$ cat src/rtl/mem_bus_arbiter.sv
`default_nettype none
// ============================================================================
// mem_bus_arbiter : round-robin share of one strobed memory port by two masters
// Rev 1.0
// ============================================================================
module mem_bus_arbiter #(
   parameter int ADDR_W      = 8,
   parameter int DATA_W      = 8,
   parameter int WAIT_CYCLES = 1
) (
   input  logic              clk,
   input  logic              rst,
   input  logic              m0_req_i,
   input  logic              m0_we_i,
   input  logic [ADDR_W-1:0] m0_addr_i,
   input  logic [DATA_W-1:0] m0_wdata_i,
   output logic              m0_ack_o,
   output logic [DATA_W-1:0] m0_rdata_o,
   input  logic              m1_req_i,
   input  logic              m1_we_i,
   input  logic [ADDR_W-1:0] m1_addr_i,
   input  logic [DATA_W-1:0] m1_wdata_i,
   output logic              m1_ack_o,
   output logic [DATA_W-1:0] m1_rdata_o,
   output logic              mem_R_n_o,
   output logic              mem_W_n_o,
   output logic [ADDR_W-1:0] mem_addr_o,
   output logic [DATA_W-1:0] mem_wdata_o,
   input  logic [DATA_W-1:0] mem_rdata_i,
   output logic              busy_o,
   output logic              owner_o
);

   localparam int c_cnt_w = $clog2(WAIT_CYCLES + 1);
   localparam logic [c_cnt_w-1:0] c_cnt_load = c_cnt_w'(WAIT_CYCLES - 1);

   generate
      if (WAIT_CYCLES < 1) begin : g_bad_wait_cycles
         $error("mem_bus_arbiter: WAIT_CYCLES must be >= 1");
      end
   endgenerate

   typedef enum logic [1:0] {
      ST_IDLE   = 2'd0,
      ST_ACCESS = 2'd1,
      ST_DONE   = 2'd2
   } state_t;

   state_t              state_q, state_d;
   logic                last_gnt_q, last_gnt_d;
   logic                owner_q, owner_d;
   logic                we_q, we_d;
   logic [c_cnt_w-1:0]  cnt_q, cnt_d;
   logic                mem_r_n_q, mem_r_n_d;
   logic                mem_w_n_q, mem_w_n_d;
   logic [ADDR_W-1:0]   mem_addr_q, mem_addr_d;
   logic [DATA_W-1:0]   mem_wdata_q, mem_wdata_d;
   logic                m0_ack_q, m0_ack_d;
   logic                m1_ack_q, m1_ack_d;
   logic [DATA_W-1:0]   m0_rdata_q, m0_rdata_d;
   logic [DATA_W-1:0]   m1_rdata_q, m1_rdata_d;
   logic                busy_q, busy_d;

   // A lone requester wins outright; on a tie the port not served last wins.
   logic                w_gnt;
   logic                w_sel_we;
   logic [ADDR_W-1:0]   w_sel_addr;
   logic [DATA_W-1:0]   w_sel_wdata;

   assign w_gnt       = (m0_req_i && m1_req_i) ? ~last_gnt_q : m1_req_i;
   assign w_sel_we    = w_gnt ? m1_we_i    : m0_we_i;
   assign w_sel_addr  = w_gnt ? m1_addr_i  : m0_addr_i;
   assign w_sel_wdata = w_gnt ? m1_wdata_i : m0_wdata_i;

   always_ff @(posedge clk) begin
      if (rst) begin
         state_q     <= ST_IDLE;
         last_gnt_q  <= 1'b1;
         owner_q     <= 1'b0;
         we_q        <= 1'b0;
         cnt_q       <= '0;
         mem_r_n_q   <= 1'b1;
         mem_w_n_q   <= 1'b1;
         mem_addr_q  <= '0;
         mem_wdata_q <= '0;
         m0_ack_q    <= 1'b0;
         m1_ack_q    <= 1'b0;
         m0_rdata_q  <= '0;
         m1_rdata_q  <= '0;
         busy_q      <= 1'b0;
      end else begin
         state_q     <= state_d;
         last_gnt_q  <= last_gnt_d;
         owner_q     <= owner_d;
         we_q        <= we_d;
         cnt_q       <= cnt_d;
         mem_r_n_q   <= mem_r_n_d;
         mem_w_n_q   <= mem_w_n_d;
         mem_addr_q  <= mem_addr_d;
         mem_wdata_q <= mem_wdata_d;
         m0_ack_q    <= m0_ack_d;
         m1_ack_q    <= m1_ack_d;
         m0_rdata_q  <= m0_rdata_d;
         m1_rdata_q  <= m1_rdata_d;
         busy_q      <= busy_d;
      end
   end

   always_comb begin
      state_d     = state_q;
      last_gnt_d  = last_gnt_q;
      owner_d     = owner_q;
      we_d        = we_q;
      cnt_d       = cnt_q;
      mem_r_n_d   = mem_r_n_q;
      mem_w_n_d   = mem_w_n_q;
      mem_addr_d  = mem_addr_q;
      mem_wdata_d = mem_wdata_q;
      m0_ack_d    = 1'b0;
      m1_ack_d    = 1'b0;
      m0_rdata_d  = m0_rdata_q;
      m1_rdata_d  = m1_rdata_q;
      busy_d      = busy_q;

      case (state_q)
         ST_IDLE: begin
            if (m0_req_i || m1_req_i) begin
               last_gnt_d = w_gnt;
               owner_d    = w_gnt;
               we_d       = w_sel_we;
               mem_addr_d = w_sel_addr;
               cnt_d      = c_cnt_load;
               busy_d     = 1'b1;
               state_d    = ST_ACCESS;
               if (w_sel_we) begin
                  mem_w_n_d   = 1'b0;
                  mem_wdata_d = w_sel_wdata;
               end else begin
                  mem_r_n_d = 1'b0;
               end
            end
         end

         ST_ACCESS: begin
            // Outputs are registered, so the strobe is released and the ack
            // raised on the edge that ends the last strobe cycle.
            if (cnt_q == '0) begin
               mem_r_n_d = 1'b1;
               mem_w_n_d = 1'b1;
               state_d   = ST_DONE;
               if (owner_q) begin
                  m1_ack_d = 1'b1;
               end else begin
                  m0_ack_d = 1'b1;
               end
               if (!we_q) begin
                  if (owner_q) begin
                     m1_rdata_d = mem_rdata_i;
                  end else begin
                     m0_rdata_d = mem_rdata_i;
                  end
               end
            end else begin
               cnt_d = cnt_q - c_cnt_w'(1);
            end
         end

         ST_DONE: begin
            busy_d  = 1'b0;
            state_d = ST_IDLE;
         end

         default: begin
            busy_d    = 1'b0;
            mem_r_n_d = 1'b1;
            mem_w_n_d = 1'b1;
            state_d   = ST_IDLE;
         end
      endcase
   end

   assign m0_ack_o    = m0_ack_q;
   assign m1_ack_o    = m1_ack_q;
   assign m0_rdata_o  = m0_rdata_q;
   assign m1_rdata_o  = m1_rdata_q;
   assign mem_R_n_o   = mem_r_n_q;
   assign mem_W_n_o   = mem_w_n_q;
   assign mem_addr_o  = mem_addr_q;
   assign mem_wdata_o = mem_wdata_q;
   assign busy_o      = busy_q;
   assign owner_o     = owner_q;

endmodule
`default_nettype wire

$ cat config.mk
export PLATFORM = sky130hd
export DESIGN_NAME = mem_bus_arbiter
export DESIGN_NICKNAME = d
export VERILOG_FILES = /design/src/rtl/mem_bus_arbiter.sv
export SDC_FILE = /design/constraint.sdc
export NUM_CORES = 1
export LEC_CHECK = 0
export CORE_MARGIN = 3
export CORE_UTILIZATION = 40
export DETAILED_ROUTE_END_ITERATION = 10
export PLACE_DENSITY = 0.79
export SETUP_SLACK_MARGIN = 0.3
export SYNTH_ARGS = -nofsm -noshare
export SYNTH_HDL_FRONTEND = slang
export SYNTH_SLANG_ARGS = --single-unit
$ cat constraint.sdc
create_clock -name clk -period 2.1 [get_ports clk]
set_clock_uncertainty 0.2 [all_clocks]
set_input_delay 0.315 -clock clk [delete_from_list [all_inputs] [get_ports clk]]
set_output_delay 0.315 -clock clk [all_outputs]
set_load 0.005 [all_outputs]
==> impl_results.md, run 1 <==
* Run status: completed
* Final net count at around 330
* Fraction of the yosys area taken by sequential cells at about half
* Inserted Clock Buffers at 5
* Total GRT Usage at 17.4%
* First-pass GRT wire length at ~7200 µm
* Final hold violation count at 0
* Pre-CTS WS at 0.169 ns
* Worst path required time at about 1.6 ns
* Sinks on the clock net at 42
* Type of the tightest min-delay check: reg2reg
* Die area at between 5000 and 6000 µm²
* Via count of the first global-routing pass at approximately 1,600
* Achievable frequency at ~580 MHz
* Final weighted congestion in routability-driven placement at between 0.7 and 0.8
* Areal power density over the cells at between 600 and 700 nW/µm²
* Worst-skew pair later-pin latency at between 0.2 and 0.3 ns
* Top cell family by delay on the critical path: buffers and inverters
* H-Tree Depth at 2
* Total of buffers placed on input and output ports at 83
* Critical Path, Cell by Cell: clkdlybuf4s50_1
* Crit Path Max Fanout at 7
* Number of buffer and inverter stages on the critical path at 1
* Total vias in the final route at approximately 1,600
* Root buffer cell: sky130_fd_sc_hd__clkbuf_8
* R2R depth at 5
* Per-cell via count in the routed design at about 4.8
* Kind of critical path: reg2out
* Fraction of the cycle the final worst path needs at about four fifths
* Commonest non-fill, non-tap cells in the layout: 83 x sky130_fd_sc_hd__clkdlybuf4s50_1, 41 x sky130_fd_sc_hd__dfxtp_1, 34 x sky130_fd_sc_hd__nand2_1
* Levels on crit path at 1
* Pins Over Slew Limit at 0
* Number of warnings reported in the yosys synthesis log at 0
* Crit path largest cell delay at ~0.54 ns
* Syn Area/Cell at a little under 9 µm²
* Count of max-cap constraint violations at 0
* Synthesis-to-layout area growth at 58.1%
* Largest net degree at the start of global routing at 42
* Final Total Pwr at roughly 1.8 mW
* Register-to-register setup slack at between 0.5 and 0.6 ns
* Setup tns final at 0 ns
* Ant diodes at 0
* Setup bufs post-CTS at 0
* Initial DRC Count at between 40 and 50
* CTS tree: yes
* Mapped Area at ~1700 µm²
* Critical path startpoint category: register
* Start point of the critical path: owner_o
* Number of different library cells in the post-synthesis netlist at 29
* Post-DRT Antenna Nets at 0
* I/O pins at 84
* Setup-violating endpoint count in the final report at 0
* Headroom to the max-slew limit at roughly 67%
* Clock transition at the registers of the reported paths at 0.07 ns
* Clk buf depth at 2
* Worst slew pin tran at 0.493 ns
* Share of post-route cells with drive strength above 1 at 9.09%
* IR drop worst, VDD at between 0.0002 and 0.0003 V
* FP Rows at 23
* Capture point of the worst path: owner_o
* Final WS setup at 0.378 ns
* Horiz. Die Dim at just over 70 µm
* Cell count after synthesis at approximately 200
* Worst Hold Launch: m0_rdata_o[7]
* Max stage delay cell, worst path: sky130_fd_sc_hd__clkdlybuf4s50_1
* Antenna violations before repair at 0
* WL/cell at about 13 µm
* Pre-Repair DR Iteration Count at 4
* Setup repair after global routing missed its margin: no
* Core ar. at roughly 4100 µm²
* FF-to-FF Start: state_q[0]
* Gr ovfl total at 0
* Largest area contributor in the synthesized netlist: sky130_fd_sc_hd__dfxtp_1
* Die extent in y at roughly 72 µm
* Flip-flop and latch count after synthesis at between 40 and 50
* Most frequent standard cell in the layout excluding fill and tap cells: sky130_fd_sc_hd__clkdlybuf4s50_1
* Cell types with the largest area share after synthesis: sky130_fd_sc_hd__dfxtp_1 49%, sky130_fd_sc_hd__nand2_1 7.4%, sky130_fd_sc_hd__a21oi_1 7.2%, sky130_fd_sc_hd__nand3b_1 7.0%, sky130_fd_sc_hd__mux2i_1 4.6%
* Type of destination of the critical path: primary output
* DRC violation count after routing at 0
* Syn_nets at about 250
* Half-perimeter wire length after placement at between 3000 and 4000 µm
* Initial standard-cell utilization of the core at a little over two fifths
* Leakage component of the power at ~1 nW
* Area share of the largest cell type after synthesis at 48.7%
* Arr. time, crit path at about 1.2 ns
* Total wire length after detailed routing at ~4400 µm
* Minimum clock period after layout at approximately 1.7 ns
* Destination of the worst register-to-register timing path: mem_addr_o[6]
[layer usage]
metal  wire length, µm  share of wire, %  up-vias  global-route usage, %
met2              1900                44       64                   27.3
met4                50               1.1        0                   4.80
met3               409               9.4        6                   6.45
met1              1990                46      696                   22.5
li1                  -                 -      857                      -
met5                 0                 0        -                      0
[worst min-delay path by stage]
stage,end,slack [ns],cells past startpoint
floorplan,m0_rdata_o[0],0.25,2
global placement,m0_rdata_o[2],0.24,2
detailed placement,m0_rdata_o[7],0.25,2
CTS,m0_rdata_o[7],0.26,2
global route,m0_rdata_o[0],0.29,2
finish,m0_rdata_o[7],0.26,2
[registers in the layout, indices dropped and copies added, names as in the netlist]
signal	count
busy_o	1
last_gnt_q	1
m0_ack_o	1
m0_rdata_o	8
m1_ack_o	1
m1_rdata_o	8
mem_R_n_o	1
mem_W_n_o	1
mem_addr_o	8
mem_wdata_o	8
owner_o	1
state_q	2
we_q	1
[what timing repair did]
action / CTS / global route
endpoints found under the setup margin: 1 / 0
hold buffers: 0 / 0
gates resized for setup: 1 / 0
[cells by family after synthesis]
logic type | after synthesis | share of synthesized area, %
multiplexers | 9 | 5.51
flip-flops | 42 | 48.7
AO/OA/AOI/OAI | 41 | 15.1
AND/OR/NAND/NOR | 91 | 25.7
buffers and inverters | 16 | 4.93
[per-stage QoR]
| stage | hold WS, ns | std cells | cell area (µm²) | util (%) |
|---|---|---|---|---|
| floorplan | 0.251 | 199 | 1730 | - |
| global placement | 0.243 | 328 | 2640 | 64.5 |
| detailed placement | 0.248 | 328 | 2640 | 64.5 |
| CTS | 0.258 | 336 | 2730 | 66.8 |
| global route | 0.289 | 336 | 2730 | 66.8 |
| finish | 0.256 | 336 | 2730 | 66.8 |
[cells in the mapped netlist]
cell type,number
sky130_fd_sc_hd__mux2_4,1
sky130_fd_sc_hd__or3_1,1
sky130_fd_sc_hd__nor3_1,10
sky130_fd_sc_hd__buf_2,2
sky130_fd_sc_hd__nor3b_1,1
sky130_fd_sc_hd__o21ai_0,1
sky130_fd_sc_hd__dfxtp_1,42
sky130_fd_sc_hd__nand2b_1,2
sky130_fd_sc_hd__a22oi_1,1
sky130_fd_sc_hd__or2_2,1
sky130_fd_sc_hd__o21a_1,1
sky130_fd_sc_hd__nand3b_1,16
sky130_fd_sc_hd__a21bo_1,1
sky130_fd_sc_hd__mux2i_1,8
sky130_fd_sc_hd__clkbuf_1,9
sky130_fd_sc_hd__buf_4,4
sky130_fd_sc_hd__buf_6,1
sky130_fd_sc_hd__nor3_2,1
sky130_fd_sc_hd__nor2_2,2
sky130_fd_sc_hd__nor2_1,21
sky130_fd_sc_hd__o21bai_1,1
sky130_fd_sc_hd__a311oi_1,8
sky130_fd_sc_hd__a21boi_2,1
sky130_fd_sc_hd__nor2b_1,1
sky130_fd_sc_hd__a221o_1,1
sky130_fd_sc_hd__a21o_1,1
sky130_fd_sc_hd__a21oi_1,25
sky130_fd_sc_hd__nand2_1,34
sky130_fd_sc_hd__and2_1,1
[where the power goes]
part           switching, mW  total (mW)  internal (mW)  leakage, nW
logic                  0.170       0.426          0.256        0.611
clock network          0.259       0.524          0.265       0.0482
registers             0.0379       0.897          0.859        0.345
total                  0.467        1.85           1.38         1.00
[layout make-up]
type | count | area, µm²
clock buffer | 7 | 86.3
clock inverter | 1 | 5.00
fill | 357 | 1360
multi-input combinational | 141 | 801
sequential | 42 | 842
tap | 50 | 62.6
timing repair buffer | 95 | 933
(Power assumes the default switching activity.)
==> inputs of run 2 (changes only) <==
--- a/config.mk
+++ b/config.mk
@@ -6,9 +6,9 @@
 export NUM_CORES = 1
 export LEC_CHECK = 0
 export CORE_MARGIN = 3
-export CORE_UTILIZATION = 40
+export CORE_UTILIZATION = 36
 export DETAILED_ROUTE_END_ITERATION = 10
-export PLACE_DENSITY = 0.79
+export PLACE_DENSITY = 0.75
 export SETUP_SLACK_MARGIN = 0.3
 export SYNTH_ARGS = -nofsm -noshare
 export SYNTH_HDL_FRONTEND = slang
==> constraint.sdc (replaced) <==
create_clock -name clk -period 1.5 [get_ports clk]
set_clock_uncertainty 0.2 [all_clocks]
set_input_delay 0.225 -clock clk [delete_from_list [all_inputs] [get_ports clk]]
set_output_delay 0.225 -clock clk [all_outputs]
set_load 0.005 [all_outputs]
==> run 2 against run 1 <==
The flow now finishes with violations (negative setup slack). Highest routed layer unchanged. Critical endpoint is now mem_wdata_o[0]. Non-clock buffer count up 28. Global-route usage up 0.46 points. Die area up 10%. Routed wire length up 21%. Critical path depth up 3. Via count up 12%. Sequential share of layout area down 1.8 points. Register-to-register slack worse by 0.54 ns. Largest power group unchanged. Worst setup slack worse by 0.38 ns.
==> impl_results.md, run 2 (same netlist as run 1, synthesis figures left out) <==
* Crit path largest cell delay at 0.37 ns (was 0.54 ns)
* Max stage delay cell, worst path: sky130_fd_sc_hd__dfxtp_4 (was sky130_fd_sc_hd__clkdlybuf4s50_1)
* Total wire length after detailed routing at 5270 µm (was 4360 µm)
* Run status: finished with violations (was completed)
* Commonest non-fill, non-tap cells in the layout: 42 x sky130_fd_sc_hd__clkdlybuf4s50_1, 37 x sky130_fd_sc_hd__dfxtp_2, 35 x sky130_fd_sc_hd__buf_2 (was 83 x sky130_fd_sc_hd__clkdlybuf4s50_1, 41 x sky130_fd_sc_hd__dfxtp_1, 34 x sky130_fd_sc_hd__nand2_1)
* Worst slew pin tran at 0.267 ns (was 0.493 ns)
* Worst-skew pair later-pin latency at 0.28 ns (was 0.29 ns)
* Capture point of the worst path: mem_wdata_o[0] (was owner_o)
* Worst path required time at 1.48 ns (was 1.58 ns)
* Critical path startpoint category: register (unchanged)
* Half-perimeter wire length after placement at 3390 µm (was 3240 µm)
* Setup-violating endpoint count in the final report at 1 (was 0)
* FF-to-FF Start: last_gnt_q (was state_q[0])
* R2R depth at 4 (was 5)
* Worst-case hold slack at 0.208 ns (was 0.256 ns)
* Global-route track usage on met1 at 21.5% (was 22.5%)
* Type of the tightest min-delay check: in2reg (was reg2reg)
* Ant diodes at 0 (unchanged)
* IR drop worst, VDD at 0.000390 V (was 0.000290 V)
* Fillers at 360 (was 357)
* Pre-Repair DR Iteration Count at 4 (unchanged)
* Switching Share at 27.0% (was 25.3%)
* Root buffer cell: sky130_fd_sc_hd__clkbuf_8 (unchanged)
* Final WS setup at -0.00215 ns (was 0.378 ns)
* Crit Path Max Fanout at 5 (was 7)
* Count of max-cap constraint violations at 0 (unchanged)
* Fraction of the cycle the final worst path needs at 100%
* Inserted Clock Buffers at 5 (unchanged)
* Areal power density over the cells at 910 nW/µm² (was 676 nW/µm²)
* H-Tree Depth at 2 (unchanged)
* I/O pins at 84 (unchanged)
* Leakage component of the power at 1.30 nW (was 1.00 nW)
* Combinational Power Share at 28.1% (was 23.0%)
* Initial DRC Count at 54 (was 46)
* Final hold violation count at 0 (unchanged)
* WL/cell at 14.4 µm (was 13.0 µm)
* Final weighted congestion in routability-driven placement at 0.785 (was 0.757)
* Setup repair after global routing missed its margin: yes (was no)
* FF+latch area at 895 µm² (was 842 µm²)
* Type of destination of the critical path: register (was primary output)
* CTS tree: yes (unchanged)
* Via count of the first global-routing pass at 1,754 (was 1,556)
* Post-DRT Antenna Nets at 0 (unchanged)
* Total of buffers placed on input and output ports at 83 (unchanged)
* Gr ovfl total at 0 (unchanged)
* Sw Pwr at 0.758 mW (was 0.467 mW)
* Worst Hold Launch: rst (was m0_rdata_o[7])
* Final non-filler cell total at 367 (was 336)
* Footprint of the multi-input gates at 983 µm² (was 801 µm²)
* Achievable frequency at around 670 MHz
* Minimum clock period after layout at about 1.5 ns
* Final Total Pwr at 2.81 mW (was 1.85 mW)
* Total vias in the final route at 1,821 (was 1,623)
* Per-cell via count in the routed design at 4.96 (was 4.83)
* Final standard cell utilization of the core at 68.4% (was 66.8%)
* Destination of the worst register-to-register timing path: mem_wdata_o[0] (was mem_addr_o[6])
* Power share of the sequential group at 45.4% (was 48.6%)
* Global Route met3 Usage at 4.67% (was 6.45%)
* Clk buf depth at 2 (unchanged)
* Pins Over Slew Limit at 0 (unchanged)
* Final net count at 360 (was 331)
* Core ar. at 4500 µm² (was 4090 µm²)
* FP Rows at 24 (was 23)
* Failing checks: negative setup slack
* Kind of critical path: reg2reg (was reg2out)
* Top cell family by delay on the critical path: compound AO/OA/AOI/OAI gates (was buffers and inverters)
* Critical Path, Cell by Cell: a21bo_4 -> mux2_4 -> a21oi_2 -> nor3_1 (was clkdlybuf4s50_1)
* Fraction of power consumed by the clock network at 26.5% (was 28.4%)
* Levels on crit path at 4 (was 1)
* Register-to-register setup slack at -0.002 ns (was 0.54 ns)
* Synthesis-to-layout area growth at 78.6% (was 58.1%)
* Headroom to the max-slew limit at 82.1% (was 67.0%)
* Total GRT Usage at 17.9% (was 17.4%)
* Sinks on the clock net at 42 (unchanged)
* Clock transition at the registers of the reported paths at 0.08 ns (was 0.07 ns)
* First-pass GRT wire length at 7870 µm (was 7160 µm)
* DRC violation count after routing at 0 (unchanged)
* Most frequent standard cell in the layout excluding fill and tap cells: sky130_fd_sc_hd__clkdlybuf4s50_1 (unchanged)
* Horiz. Die Dim at 75.3 µm (was 71.7 µm)
* Start point of the critical path: last_gnt_q (was owner_o)
* Busiest metal layer after global routing: met2 (unchanged)
* Number of cells after detailed placement at 337 (was 328)
* Die area at 5660 µm² (was 5140 µm²)
* Largest net degree at the start of global routing at 21 (was 42)
* Arr. time, crit path at 1.48 ns (was 1.21 ns)
* Internal power summed over all cells at 2.05 mW (was 1.38 mW)
* Initial standard-cell utilization of the core at 38.3% (was 42.3%)
* Cts hold-fix bufs at 0 (unchanged)
* M2 GR Usage at 31.7% (was 27.3%)
* Die extent in y at 75.3 µm (was 71.7 µm)
* Share of post-route cells with drive strength above 1 at 50.2% (was 9.09%)
* Number of buffer and inverter stages on the critical path at 0 (was 1)
* Antenna violations before repair at 0 (unchanged)
run 2: worst register-to-register path, cell delays in order, from the launching register on:
cell and delay [ns]:
sky130_fd_sc_hd__dfxtp_4 0.37, sky130_fd_sc_hd__a21bo_4 0.24, sky130_fd_sc_hd__mux2_4 0.37, sky130_fd_sc_hd__a21oi_2 0.15, sky130_fd_sc_hd__nor3_1 0.07
run 2: worst min path at each step:
stage / end / slack, ns / cells past startpoint
final: mem_wdata_o[4] / 0.21 / 3
after CTS: m0_rdata_o[0] / 0.25 / 2
after global placement: m0_rdata_o[0] / 0.25 / 2
after floorplan: m0_rdata_o[0] / 0.16 / 2
after detailed placement: m0_rdata_o[0] / 0.25 / 2
after global routing: mem_wdata_o[4] / 0.22 / 3
run 2: through the flow:
stage               area [µm²]  worst slack, ns  TNS (ns)
floorplan                 1780           0.0262         0
global placement          2720           -0.329     -6.08
detailed placement        2720           -0.367     -6.71
CTS                       2950           0.0637         0
global route              3080          -0.0215   -0.0731
finish                    3080         -0.00215  -0.00215
run 2: power by group through the flow:
stage	sequential (mW)	clock, mW	combinational, mW
3_5_place_dp	1.28	0	0.636
3_3_place_gp	1.28	0	0.627
2_1_floorplan	1.29	0	0.277
6_report	1.27	0.744	0.788
5_1_grt	1.28	0.800	0.855
4_1_cts	1.27	0.759	0.707
run 2: cell type report:
| cell class | count | area share, % |
|---|---|---|
| Sequential cell | 42 | 29.0 |
| Clock inverter | 1 | 0.162 |
| Tap cell | 52 | 2.11 |
| Multi-Input combinational cell | 142 | 31.9 |
| Clock buffer | 7 | 2.80 |
| Timing Repair Buffer | 123 | 34.0 |
run 2: timing repair:
| item | in CTS | in global routing |
|---|---|---|
| resized for setup | 210 | 30 |
| cloned | 2 | 0 |
| pin swaps | 16 | 15 |
| hold endpoints to repair | 0 | 0 |
| setup buffers | 15 | 5 |
| endpoints found under the setup margin | 78 | 44 |
run 2: metal layers:
metal	wire length [µm]	part of all wire, %	up-vias
met5	0	0	-
met4	42	0.80	0
met3	370	7.0	7
met2	2570	49	57
met1	2290	43	838
li1	-	-	919
